File: config.mk
export PLATFORM = sky130hd
export DESIGN_NAME = uart_rx_oversampled_flat
export DESIGN_NICKNAME = d
export VERILOG_FILES = /design/src/rtl/uart_rx_oversampled_if.sv /design/src/rtl/uart_rx_oversampled.sv /design/src/flat_wrapper.sv
export SDC_FILE = /design/constraint.sdc
export NUM_CORES = 1
export LEC_CHECK = 0
export ABC_AREA = 0
export BUFFER_PORTS_ARGS = -buffer_cell sky130_fd_sc_hd__buf_2
export CAP_MARGIN = 30
export CORE_UTILIZATION = 40
export CTS_CLUSTER_SIZE = 12
export DETAILED_ROUTE_END_ITERATION = 16
export GPL_ROUTABILITY_DRIVEN = 0
export HOLD_SLACK_MARGIN = 0.1
export PLACE_DENSITY = 0.64
export RECOVER_POWER = 25
export SLEW_MARGIN = 15
export SYNTH_ARGS = -nofsm -noshare
export SYNTH_HDL_FRONTEND = slang
export SYNTH_SLANG_ARGS = --single-unit
File: constraint.sdc
create_clock -name clock -period 3.3 [get_ports clock]
set_input_delay 0.33 -clock clock [delete_from_list [all_inputs] [get_ports clock]]
set_output_delay 0.33 -clock clock [all_outputs]
set_load 0.01 [all_outputs]
File: src/rtl/uart_rx_oversampled_if.sv
// rtl/uart_rx_oversampled_if.sv - serial line, tick and received-word bundle for the UART receiver
`timescale 1ns/1ps

interface uart_rx_oversampled_if #(
    parameter int DATA_BITS = 8
);
    logic                 sample_tick;
    logic                 rx;
    logic [DATA_BITS-1:0] rx_data;
    logic                 rx_valid;
    logic                 frame_err;
    logic                 parity_err;
    logic                 busy;

    modport master (
        output sample_tick,
        output rx,
        input  rx_data,
        input  rx_valid,
        input  frame_err,
        input  parity_err,
        input  busy
    );

    modport slave (
        input  sample_tick,
        input  rx,
        output rx_data,
        output rx_valid,
        output frame_err,
        output parity_err,
        output busy
    );
endinterface

File: src/rtl/uart_rx_oversampled.sv
// rtl/uart_rx_oversampled.sv - oversampled UART receive deframer with parity and stop-bit checks
`timescale 1ns/1ps

module uart_rx_oversampled #(
    parameter int DATA_BITS    = 8,
    parameter int OVERSAMPLING = 8,
    parameter int PARITY_EN    = 0,
    parameter int PARITY_ODD   = 0
) (
    input  logic                  clock,
    input  logic                  nreset,
    uart_rx_oversampled_if.slave  bus
);

    localparam int CW    = $clog2(OVERSAMPLING);
    localparam int BIT_W = (DATA_BITS > 1) ? $clog2(DATA_BITS) : 1;

    localparam logic [CW-1:0]    HALF_M1  = CW'(OVERSAMPLING / 2 - 1);
    localparam logic [CW-1:0]    FULL_M1  = CW'(OVERSAMPLING - 1);
    localparam logic [BIT_W-1:0] LAST_BIT = BIT_W'(DATA_BITS - 1);
    localparam logic             ODD_BIT  = (PARITY_ODD != 0);
    localparam logic             HAS_PAR  = (PARITY_EN != 0);

    typedef enum logic [2:0] {
        IDLE,
        START,
        DATA,
        PARITY,
        STOP,
        BREAK
    } state_t;

    state_t               state;
    logic                 rx_meta;
    logic                 rx_s;
    logic [CW-1:0]        tick_cnt;
    logic [BIT_W-1:0]     bit_idx;
    logic [DATA_BITS-1:0] shift;
    logic                 perr;
    logic                 stop_s;
    logic                 deliver;
    logic [DATA_BITS-1:0] rx_data_q;
    logic                 rx_valid_q;
    logic                 frame_err_q;
    logic                 parity_err_q;
    logic                 busy_q;

    always_ff @(posedge clock or negedge nreset) begin
        if (!nreset) begin
            rx_meta      <= 1'b1;
            rx_s         <= 1'b1;
            state        <= IDLE;
            tick_cnt     <= '0;
            bit_idx      <= '0;
            shift        <= '0;
            perr         <= 1'b0;
            stop_s       <= 1'b0;
            deliver      <= 1'b0;
            rx_data_q    <= '0;
            rx_valid_q   <= 1'b0;
            frame_err_q  <= 1'b0;
            parity_err_q <= 1'b0;
            busy_q       <= 1'b0;
        end else begin
            rx_meta    <= bus.rx;
            rx_s       <= rx_meta;
            rx_valid_q <= 1'b0;
            deliver    <= 1'b0;

            // Publish the frame one clock after the stop-bit sample, independent of ticks
            if (deliver) begin
                rx_data_q    <= shift;
                frame_err_q  <= ~stop_s;
                parity_err_q <= perr;
                rx_valid_q   <= 1'b1;
            end

            if (bus.sample_tick) begin
                unique case (state)
                    IDLE: begin
                        if (!rx_s) begin
                            state    <= START;
                            tick_cnt <= '0;
                            busy_q   <= 1'b1;
                        end
                    end

                    START: begin
                        if (tick_cnt == HALF_M1) begin
                            if (rx_s) begin
                                state  <= IDLE;
                                busy_q <= 1'b0;
                            end else begin
                                state    <= DATA;
                                tick_cnt <= '0;
                                bit_idx  <= '0;
                            end
                        end else begin
                            tick_cnt <= tick_cnt + 1'b1;
                        end
                    end

                    DATA: begin
                        if (tick_cnt == FULL_M1) begin
                            shift[bit_idx] <= rx_s;
                            tick_cnt       <= '0;
                            if (bit_idx == LAST_BIT) begin
                                state <= HAS_PAR ? PARITY : STOP;
                            end else begin
                                bit_idx <= bit_idx + 1'b1;
                            end
                        end else begin
                            tick_cnt <= tick_cnt + 1'b1;
                        end
                    end

                    PARITY: begin
                        if (tick_cnt == FULL_M1) begin
                            perr     <= (^shift) ^ rx_s ^ ODD_BIT;
                            tick_cnt <= '0;
                            state    <= STOP;
                        end else begin
                            tick_cnt <= tick_cnt + 1'b1;
                        end
                    end

                    STOP: begin
                        if (tick_cnt == FULL_M1) begin
                            stop_s   <= rx_s;
                            deliver  <= 1'b1;
                            tick_cnt <= '0;
                            if (rx_s) begin
                                state  <= IDLE;
                                busy_q <= 1'b0;
                            end else begin
                                state <= BREAK;
                            end
                        end else begin
                            tick_cnt <= tick_cnt + 1'b1;
                        end
                    end

                    BREAK: begin
                        // A line held low must return high before another start can be seen
                        if (rx_s) begin
                            state  <= IDLE;
                            busy_q <= 1'b0;
                        end
                    end

                    default: begin
                        state  <= IDLE;
                        busy_q <= 1'b0;
                    end
                endcase
            end
        end
    end

    assign bus.rx_data    = rx_data_q;
    assign bus.rx_valid   = rx_valid_q;
    assign bus.frame_err  = frame_err_q;
    assign bus.parity_err = parity_err_q;
    assign bus.busy       = busy_q;

endmodule

File: src/flat_wrapper.sv
// flat-port wrapper written by rule: the top's interface ports become plain ports
module uart_rx_oversampled_flat 
#(
    parameter int DATA_BITS    = 8,
    parameter int OVERSAMPLING = 8,
    parameter int PARITY_EN    = 0,
    parameter int PARITY_ODD   = 0
)
  (clock, nreset, bus_sample_tick, bus_rx, bus_rx_data, bus_rx_valid, bus_frame_err, bus_parity_err, bus_busy);
  uart_rx_oversampled_if #(.DATA_BITS(DATA_BITS)) bus_i ();
  input  logic clock;
  input  logic nreset;
  input wire logic [$bits(bus_i.sample_tick)-1:0] bus_sample_tick;
  input wire logic [$bits(bus_i.rx)-1:0] bus_rx;
  output wire logic [$bits(bus_i.rx_data)-1:0] bus_rx_data;
  output wire logic [$bits(bus_i.rx_valid)-1:0] bus_rx_valid;
  output wire logic [$bits(bus_i.frame_err)-1:0] bus_frame_err;
  output wire logic [$bits(bus_i.parity_err)-1:0] bus_parity_err;
  output wire logic [$bits(bus_i.busy)-1:0] bus_busy;
  assign bus_i.sample_tick = bus_sample_tick;
  assign bus_i.rx = bus_rx;
  assign bus_rx_data = bus_i.rx_data;
  assign bus_rx_valid = bus_i.rx_valid;
  assign bus_frame_err = bus_i.frame_err;
  assign bus_parity_err = bus_i.parity_err;
  assign bus_busy = bus_i.busy;
  uart_rx_oversampled #(.DATA_BITS(DATA_BITS), .OVERSAMPLING(OVERSAMPLING), .PARITY_EN(PARITY_EN), .PARITY_ODD(PARITY_ODD)) u_core (.clock(clock), .nreset(nreset), .bus(bus_i));
endmodule
**After elaboration in Yosys (flattened, before gate mapping)**

Cells that the tools add are included.

- Bits in registers: 34
- Input port bits: 4
- Output and inout bits: 12

- Add/subtract/negate cells: 2
- $lt $le $gt $ge: 2
- Equality and inequality tests: 17
- Multiplexer cells: 31
- Bitwise logic cells: 3
- Reduce and logical (&&, ||, !) cells: 14

Operator list:

| operator | count |
|---|---|
| 2-to-1 mux 3 bit | 15 |
| one-hot mux 3 bit (6 select lines) | 1 |
| == test 3 bit, second input constant | 4 |
| != test 2 x 1 -> 1 bit, second input constant | 6 |
| == test 3 x 2 -> 1 bit, second input constant | 3 |
| 2-to-1 mux 1 bit | 9 |
| one-hot mux 3 bit (3 select lines) | 1 |
| AND reduction 3 bit | 3 |
| bitwise mux 8 bit | 1 |
| AND reduction 8 bit | 1 |
| parity 8 bit | 1 |
| adder 3 x 1 -> 3 bit, second input constant | 2 |
| != test 2 bit, second input constant | 3 |
| one-hot mux 3 bit (2 select lines) | 1 |
| AND reduction 6 bit | 1 |
| one-hot mux 1 bit (5 select lines) | 1 |
| AND reduction 5 bit | 1 |
| less-than comparator 3 x 4 -> 1 bit, second input constant | 1 |
| demux 1 bit (select 3 bit) | 1 |
| == test 3 x 1 -> 1 bit, second input constant | 1 |
| greater-or-equal comparator 3 x 1 -> 1 bit, second input constant | 1 |
| zero test 3 bit | 1 |
| nonzero test 3 bit | 1 |
| OR reduction 3 bit | 1 |
| other kinds (7) | 8 |

**Depth between registers and ports, before layout**

Gate-level depths: netlist (run 1).

- Depth after elaboration: 5
- Gate-level depth with buffers: 7
- Gate-level depth less buffers: 7

**Worst setup path after synthesis (run 1)**

Ideal clock, no wire load.

- Kind: register to register
- Start point: register u_core.bit_idx[0]
- End point: register u_core.bit_idx[0]
- Library setup time: 0.124 ns
- Arrival time: 1.707 ns
- Required time: 3.176 ns
- Slack: 1.469 ns
- Cell stages (with the launch flop): 7
- Cell sequence: dfrtp_1 ha_1 ha_1 or3_1 a2111o_1 nand2_1 o21ai_1

- Word-level cells in the longest chain between the ends: 4

Ends and longest elaborated chain:

| element | line | text |
|---|---|---|
| from (decl) | uart_rx_oversampled.sv:37 | `logic [BIT_W-1:0] bit_idx;` |
| from (signal assigned) | uart_rx_oversampled.sv:110 | `bit_idx <= bit_idx + 1'b1;` |
| adder 3 x 1 -> 3 bit | uart_rx_oversampled.sv:110 |  |
| 2-to-1 mux 3 bit | uart_rx_oversampled.sv:107 | `if (bit_idx == LAST_BIT) begin` |
| 2-to-1 mux 3 bit | uart_rx_oversampled.sv:104 | `if (tick_cnt == FULL_M1) begin` |
| one-hot mux 3 bit (2 select lines) | uart_rx_oversampled.sv:79 | `unique case (state)` |

Parallel ways exist; a longest one is shown, timed or not. The select of a mux whose other input is x is not followed.
A chain may end at the register's enable or synchronous reset.

**Worst setup path after layout (run 1)**

- Start point: register u_core.bit_idx[1]
- End point: register u_core.bit_idx[0]

- Word-level cells in the longest chain between the ends: 3

Ends and longest elaborated chain:

| element | line |
|---|---|
| == test 3 bit | uart_rx_oversampled.sv:107 |
| != test 2 bit (no source line) | -- |
| AND reduction 6 bit (no source line) | -- |

No other way between the ends.

==> results by stage, run 1 <==
Timing:
- The pin slew with the least headroom to its limit is 1700 ps.
- The clock period minus final worst setup slack is 2030 ps.
- The max-slew violation count is 35.
- The worst path uses 61.6% of the clock period.
- Setup violations remaining at the end of the flow were counted as 0.
- The number of hold violations in the final report came to 0.
- The remaining max-slew budget at the tightest pin is -13.2%.
- The setup TNS is 0 ps.
- The clock tree skew after final layout is 3.34 ps.
- Setup repair after global routing left no endpoint under its margin.
- The upper clock frequency limit is 492 MHz.

Drt:
- The post-route DRC violation count is 0.
- In this run, the number of DRC markers left after iteration 0 of detailed routing was 28.
- The count of vias placed by the detailed router is 1171.
- The count of nets left with antenna violations after detail routing is 0.
- Dividing the detail-routed wire length by the instance count gives 12.9 um.
- After detailed routing, the total wire length is 2.82 mm.
- The first TritonRoute pass finished after 4 iterations.
- The via density per instance is 5.37.

Synth:
- For this run, the number of Yosys warnings is 0.
- Each instance of the synthesized netlist takes up on average 10.9 sq um.
- The area fraction in compound gates after synthesis is 10.3%.
- The part of the Yosys area used for sequential elements is 51.4%.
- The biggest area contributor in the post-synthesis netlist is dfrtp_1.
- Of the post-synthesis cell area, the dominant cell type holds 48.3%.
- dfrtp_1 is the most common cell in the netlist.
- The commonest cells after synthesis are dfrtp_1, mux2_2, nand2_1.
- Synthesis produced a netlist with a net count of 162.
- After synthesis the cells add up to 1660 sq um.
- Ranked by total cell area, the synthesized netlist is headed by dfrtp_1, mux2_2, ha_1.
- After synthesis, the netlist uses 30 different library cells.
- The number of synthesized register bits is 34.
- The synthesized netlist devotes 4.22% of its cell area to XOR and XNOR gates.
- The number of synthesized flops with an enable pin is 0.
- In the synthesized netlist, mux cells make up 14.1% of the area.
- The dominant combinational cell family by area after synthesis is multiplexers.
- The cell count after synthesis came out at 152.
- For this run, the leading register cell type out of synthesis is dfrtp_1.
- The basic-gate share of the synthesized area counting and, or, nand and nor cells is 12.3%.
- After synthesis, the share of flip-flops with an asynchronous set or reset is 100%.
- The area share of fa/ha/maj cells after synthesis is 4.52%.

Die:
- The starting density of the core is 41.5%.
- The die span in x is 66.4 um.
- The floorplan step defined a die boundary enclosing 4410 sq um.
- The floorplan step defined a core boundary enclosing 4000 sq um.
- The floorplan row count is 23.
- The total I/O pin count is 16.
- In this run the vertical extent of the chip is 66.4 um.

Power:
- Per report_power, the clock group accounts for 26.3% of the total.
- Per report_power, the sequential group accounts for 49.6% of the total.
- Combinational cells account for 24.1% of the total power.
- Summed over all cells, the static leakage comes to 0.867 nW.
- The total net switching power is 0.000393 W.
- The peak supply drop is 0.000342 V.
- In this run switching power makes up 33.7% of total power.
- The total internal power is 0.000771 W.
- Dividing total power by cell area gives a power density of 627 nW/um^2.

Global routing:
- The global-route track usage on met3 is 5.00%.
- The initial antenna violation count is 0.
- The layer with the highest usage after global routing is met2.
- The first global-routing pass estimated 5.00 mm of wire.
- The global-route total usage across every layer is 15.5%.
- Global routing finished with a remaining overflow of 0.
- For met2 alone, demand over resource in global routing was 24.9%.
- The global-route met1 utilization is 17.6%.
- The number of global-route vias before repair is 1150.
- Entering global routing, the biggest net connects 35 pins.

Clock network:
- The clock-pin transition on the worst setup and hold timing paths is 60 ps.
- CTS built an H-tree with a depth of 2.
- The post-cts sizing count is 0.
- CTS placed an instance of clkbuf_8 at the clock tree root.
- After clock tree synthesis, the setup repair step added 0 buffers.
- The clock tree from TritonCTS is done.
- At the later pin of the worst-skew pair, clock insertion delay measures 280 ps.
- CTS saw 34 sinks.
- The total CTS buffers is 5.
- Counting along the longest clock path gives a buffer depth of 2.
- The hold buffer count at CTS is 0.

Critical path:
- STA puts the critical path data required time at 3470 ps.
- The worst endpoint data arrival time is 2200 ps.
- The most frequent cell on the critical path is ha_1.
- STA classifies the critical path endpoint as a flip-flop.
- The delay of the slowest cell on the worst path is 500 ps.
- In this run the worst path has a maximum fanout of 10.
- The critical path goes through ha_1 -> ha_1 -> or3_1 -> a2111o_1 -> nand2_1 -> o21ai_1.
- STA classifies the critical path startpoint as a flip-flop.
- The type of the worst setup path is flip-flop to flip-flop.
- The slowest stage of the critical path is the a2111o_1 cell.

Layout:
- The number of nets in the final layout is 177.
- The layout cell share with drive strength beyond 1 is 25.6%.
- The antenna diode count is 0.
- Once layout is complete, the utilization of the core stands at 46.4%.
- The area growth from synthesis to layout is 11.9%.

Placed design:
- The quantity of I/O buffers inserted on ports is 15.
- The detailed placement HPWL is 2.11 mm.

Outcome:
- The flow ran to the end, but the final reports show violations.
- The final reports fail on capacitance limit, slew limit.

Min path:
- The path class of the tightest hold or removal check is input port to flip-flop.

Job:
- Across the run, the number of max-cap violations was 1.
[cell type report]
| cell class | count | area (sq um) |
|---|---|---|
| multi-input combinational | 105 | 753 |
| timing repair buffer | 15 | 73.8 |
| sequential | 34 | 853 |
| tap | 50 | 62.6 |
| inverter | 6 | 22.5 |
| fill | 373 | 2140 |
| clock buffer | 7 | 86.3 |
| clock inverter | 1 | 5.00 |
[per-stage QoR]
stage	worst slack, ps	total power (W)	cells	instance area (sq um)	hold slack [ps]
4_1_cts	1270	0.00117	218	1860	126
6_report	1270	0.00116	218	1860	143
5_1_grt	1080	0.00125	218	1860	131
2_1_floorplan	1470	0.000795	152	1660	34.4
3_5_place_dp	1280	0.000866	210	1770	349
3_3_place_gp	1330	0.000843	210	1770	349
[layer usage]
metal	share of wire, %	vias up
met4	3.3	0
met1	45	562
met2	48	31
met5	0	-
met3	3.9	10
li1	-	568
[logic make-up (layout without fill, tap and decap cells)]
| family | count (synthesis) | after routing |
|---|---|---|
| muxes | 21 | 21 |
| AOI/OAI and AO/OA | 26 | 26 |
| DFF | 34 | 34 |
| adders and majority gates | 6 | 6 |
| xor gates and xnor gates | 8 | 8 |
| and+or+nand+nor | 44 | 44 |
| buffers and inverters | 13 | 29 |
[worst max-delay path: cells and delay by family, from the launching register on]
family | cells | cell delay, ps
compound gates | 2 | 560
fa+ha+maj | 2 | 460
flops | 1 | 490
simple gates | 2 | 410
[registers in the layout (all words and copies together) (netlist names)]
signal	cells
u_core.stop_s	1
u_core.perr	1
u_core.bus.busy	1
u_core.rx_meta	1
u_core.tick_cnt	3
u_core.state	3
u_core.deliver	1
u_core.bus.parity_err	1
u_core.bit_idx	3
u_core.bus.frame_err	1
u_core.bus.rx_data	8
u_core.bus.rx_valid	1
u_core.shift	8
u_core.rx_s	1
[worst paths after layout]
path | start | endpoint | slack [ps] | cells after the start
worst max-delay path | u_core.bit_idx[1] | u_core.bit_idx[0] | 1270 | 6
worst min-delay path | bus_rx | u_core.rx_meta | 140 | 1
worst max register to register | u_core.bit_idx[1] | u_core.bit_idx[0] | 1270 | 6
worst min register to register | u_core.rx_meta | u_core.rx_s | 360 | 0
max in group asynchronous | nreset | u_core.tick_cnt[2] | 1830 | 1
min in group asynchronous | nreset | u_core.bus.rx_data[2] | 480 | 1
[power by group through the flow]
stage               Clock [W]  Combinational [W]  Sequential (W)
floorplan                   0           0.000268        0.000528
global placement            0           0.000267        0.000576
detailed placement          0           0.000284        0.000582
CTS                  0.000316           0.000284        0.000575
global route         0.000335           0.000323        0.000590
finish               0.000306           0.000280        0.000577
[cells in the final DEF, fill, tap and decap left out, types with 3 or more instances in the layout]
cell      instances
dfrtp_1          32
buf_2            14
o31ai_1           6
o21ai_1           3
inv_1             5
clkbuf_8          6
ha_1              6
o21ai_0           7
mux2_2           19
nand3_1           5
xnor2_1           8
nand2_1          15
nor3_1            6
nand2b_1          3
nor2_1            9
Power figures use the tool's default switching activity.
==> inputs of run 2 (changes only) <==
Settings changed: PLACE_DENSITY 0.64 to 0.66.
Clock period 3.3 ns to 1.7 ns, I/O delays scaled along.
==> run 2 against run 1 <==
- the flow finishes with violations (setup timing)
- final cell count up 10%
- sequential share of layout area fell by 5.9 points
- register-to-register slack worse by 1400 ps
- cell area is 15% higher
- fmax increased by 14%
- clock skew rose by 0.63 ps
- largest cell class is now multi-input combinational cells
==> results by stage, run 2 (synthesis gave the netlist of run 1 again) <==
Clock network:
- The cell chosen for the clock root is clkbuf_8.
- The longest clock path from root to sink contains 2 buffers.
- The level count of the clock H-tree is 2.
- The clock latency at the later pin of the worst-skew pair is 290 ps.
- TritonCTS built the clock tree.
- The total CTS buffers is 5.
- The number of clock sinks seen by CTS is 34.
- Clock-pin slew was measured on the worst setup and hold paths at 60 ps.

Drt:
- For this block, the routed nets add up to 3.40 mm of wire.
- After detailed routing, the number of remaining DRC violations is 0.
- In this run the remaining antenna-violating nets after routing total 0.
- The initial DRC count is 32.
- The count of vias placed by the detailed router is 1256.
- After detailed routing, the number of vias per cell comes to 5.23.
- The first detailed-routing pass took 4 iterations.
- In the final routed layout, each cell accounts on average for 14.2 um.

Global routing:
- The total overflow reported by the global router is 0.
- The global-route wire length before repair is 5.74 mm.
- The global-route total usage across every layer is 17.9%.
- The initial antenna violation count is 0.
- The number of global-route vias before repair is 1242.
- Entering global routing, the biggest net connects 35 pins.

Critical path:
- In this run the critical register-to-register path is captured at u_core.bit_idx[2].
- The data required time of the worst path is 1870 ps.
- In this run the critical register-to-register path is launched from u_core.bit_idx[0].
- The start point of the critical path is u_core.bit_idx[0].
- The nature of the critical path startpoint is a flip-flop.
- The cell depth of the worst setup path is 6.
- The critical path buffer and inverter count is 0.
- The capture point of the critical path is u_core.bit_idx[2].
- The signal on the critical path passes through ha_2 -> ha_4 -> or3_1 -> a2111o_1 -> nand2_1 -> o21ai_1.
- The worst setup path is captured at a flip-flop.
- Along the worst path, the maximum fanout reaches 6.
- The kind of cell with the highest combined delay along the critical path is compound AO/OA/AOI/OAI gates.
- For this design, the slowest cell found on the critical path is a2111o_1.
- The type of the worst setup path is flip-flop to flip-flop.
- The delay of the slowest cell on the worst path is 450 ps.
- The cell count of the worst reg-to-reg path is 6.
- The worst endpoint data arrival time is 1960 ps.
- The setup check on the worst reg-to-reg path leaves a slack of -90 ps.

Layout:
- In the layout the commonest cells are dfrtp_1, buf_4, mux2_2, nand2_1, clkbuf_1.
- The area of the multi-input gates is 856 sq um.
- The register area is 853 sq um.
- The layout overhead on the synthesized area is 28.3%.
- The most frequent standard cell in the layout excluding fill and tap cells is dfrtp_1.
- The number of filler instances in the final layout is 349.
- The layout cell share with drive strength beyond 1 is 33.7%.
- 0 antenna diodes ended up in the layout.
- Once layout is complete, the utilization of the core stands at 53.2%.
- The number of nets in the final layout is 199.

Power:
- In this run the power density over the cells is 1280 nW/um^2.
- Summed over all cells, the static leakage comes to 0.936 nW.
- IR analysis of the VDD net gives a maximum drop of 0.000804 V.
- The total design power is 0.00272 W.

Timing:
- The total setup violations reported at the end of the flow is 4.
- After layout, the minimum clock period comes to 1790 ps.
- The max-slew violation count is 0.
- Between clock sinks in the finished design, the worst skew comes to 3.97 ps.
- Setup repair after global routing could not meet its margin everywhere.
- Based on the critical path, the design can be clocked at up to 559 MHz.
- The least setup slack across all paths after layout is -89.7 ps.
- The hold slack is 239 ps.
- The part of the cycle the worst path needs is 105%.
- The pin slew with the least headroom to its limit is 818 ps.
- The remaining max-slew budget at the tightest pin is 45.5%.
- The number of hold violations in the final report is 0.

Die:
- The die covers 4410 sq um.
- The die span in x is 66.4 um.
- The floorplan step defined a core boundary enclosing 4000 sq um.
- The floorplan row count is 23.
- The starting density of the core is 41.5%.
- The total I/O pin count is 16.
- The height of the chip is 66.4 um.

Outcome:
- The checks that failed: setup timing.
- The flow ran to the end, but the final reports show violations.

Min path:
- The type of the worst min-delay path is input port to flip-flop.
- Along the worst hold path, the cell count comes to 3.

Placed design:
- The detailed placement HPWL is 2.41 mm.
- The quantity of I/O buffers inserted on ports is 15.

Job:
- Across the run, the number of max-cap violations was 0.
==> run 2: cell types whose count changed in the layout (fill, tap and decap cells not counted), moves of 4 or more <==
cell / change
buf_2: -12
buf_4: +19
clkbuf_1: +11
ha_1: -5
ha_4: +4
==> run 2: repair_timing <==
action                     4_1_cts  5_1_grt
hold buffers                     2        0
setup buffers                    2        0
gates resized for setup          9        6
hold endpoints to repair        33        0
setup endpoints to repair        9       13
pin swaps                        7        4
==> run 2: how the worst min path moves through the flow <==
stage	startpoint	end	slack, ps
3_3_place_gp	nreset	u_core.bus.rx_data[6]	260
2_1_floorplan	nreset	u_core.bit_idx[0]	-130
3_5_place_dp	nreset	u_core.bus.rx_data[7]	270
5_1_grt	bus_sample_tick	u_core.perr	270
4_1_cts	bus_sample_tick	u_core.tick_cnt[0]	230
6_report	bus_sample_tick	u_core.tick_cnt[0]	240
==> run 2: final cells by class <==
cell class              instances  area share [%]
clock buffers                   7            4.06
clock inverters                 1           0.235
inverters                       6            1.06
multi-input cells             105            40.2
flip-flops and latches         34            40.1
well taps                      50            2.94
repair buffers                 37            11.4
==> run 2: per-layer routing <==
| metal | global-route usage [%] | vias up | routed length [um] |
|---|---|---|---|
| li1 | - | 612 | - |
| met1 | 23.0 | 614 | 1500 |
| met2 | 27.6 | 24 | 1700 |
| met3 | 5.00 | 6 | 146 |
| met4 | 9.04 | 0 | 63 |
| met5 | 0 | - | 0 |
==> run 2: where the power goes <==
group	total (W)	internal, W	leakage, nW	switching (W)
clock	0.000608	0.000326	0.0482	0.000282
sequential	0.00103	0.000919	0.459	0.000114
combinational	0.00108	0.000542	0.429	0.000535
total	0.00272	0.00179	0.936	0.000931
==> run 2: worst min-delay path: cells and delay by family <==
kind	cells	cell delay [ps]
AOI/OAI and AO/OA	2	170
buffers and inverters	1	140
==> run 2: through the flow <==
step | TNS [ps] | setup WS, ps | instance area, sq um | std cells
floorplan | -74.0 | -25.7 | 1680 | 152
global placement | -255 | -70.3 | 1930 | 228
detailed placement | -557 | -84.5 | 1930 | 228
CTS | -248 | -86.1 | 2110 | 240
global route | -806 | -167 | 2130 | 240
finish | -251 | -89.7 | 2130 | 240
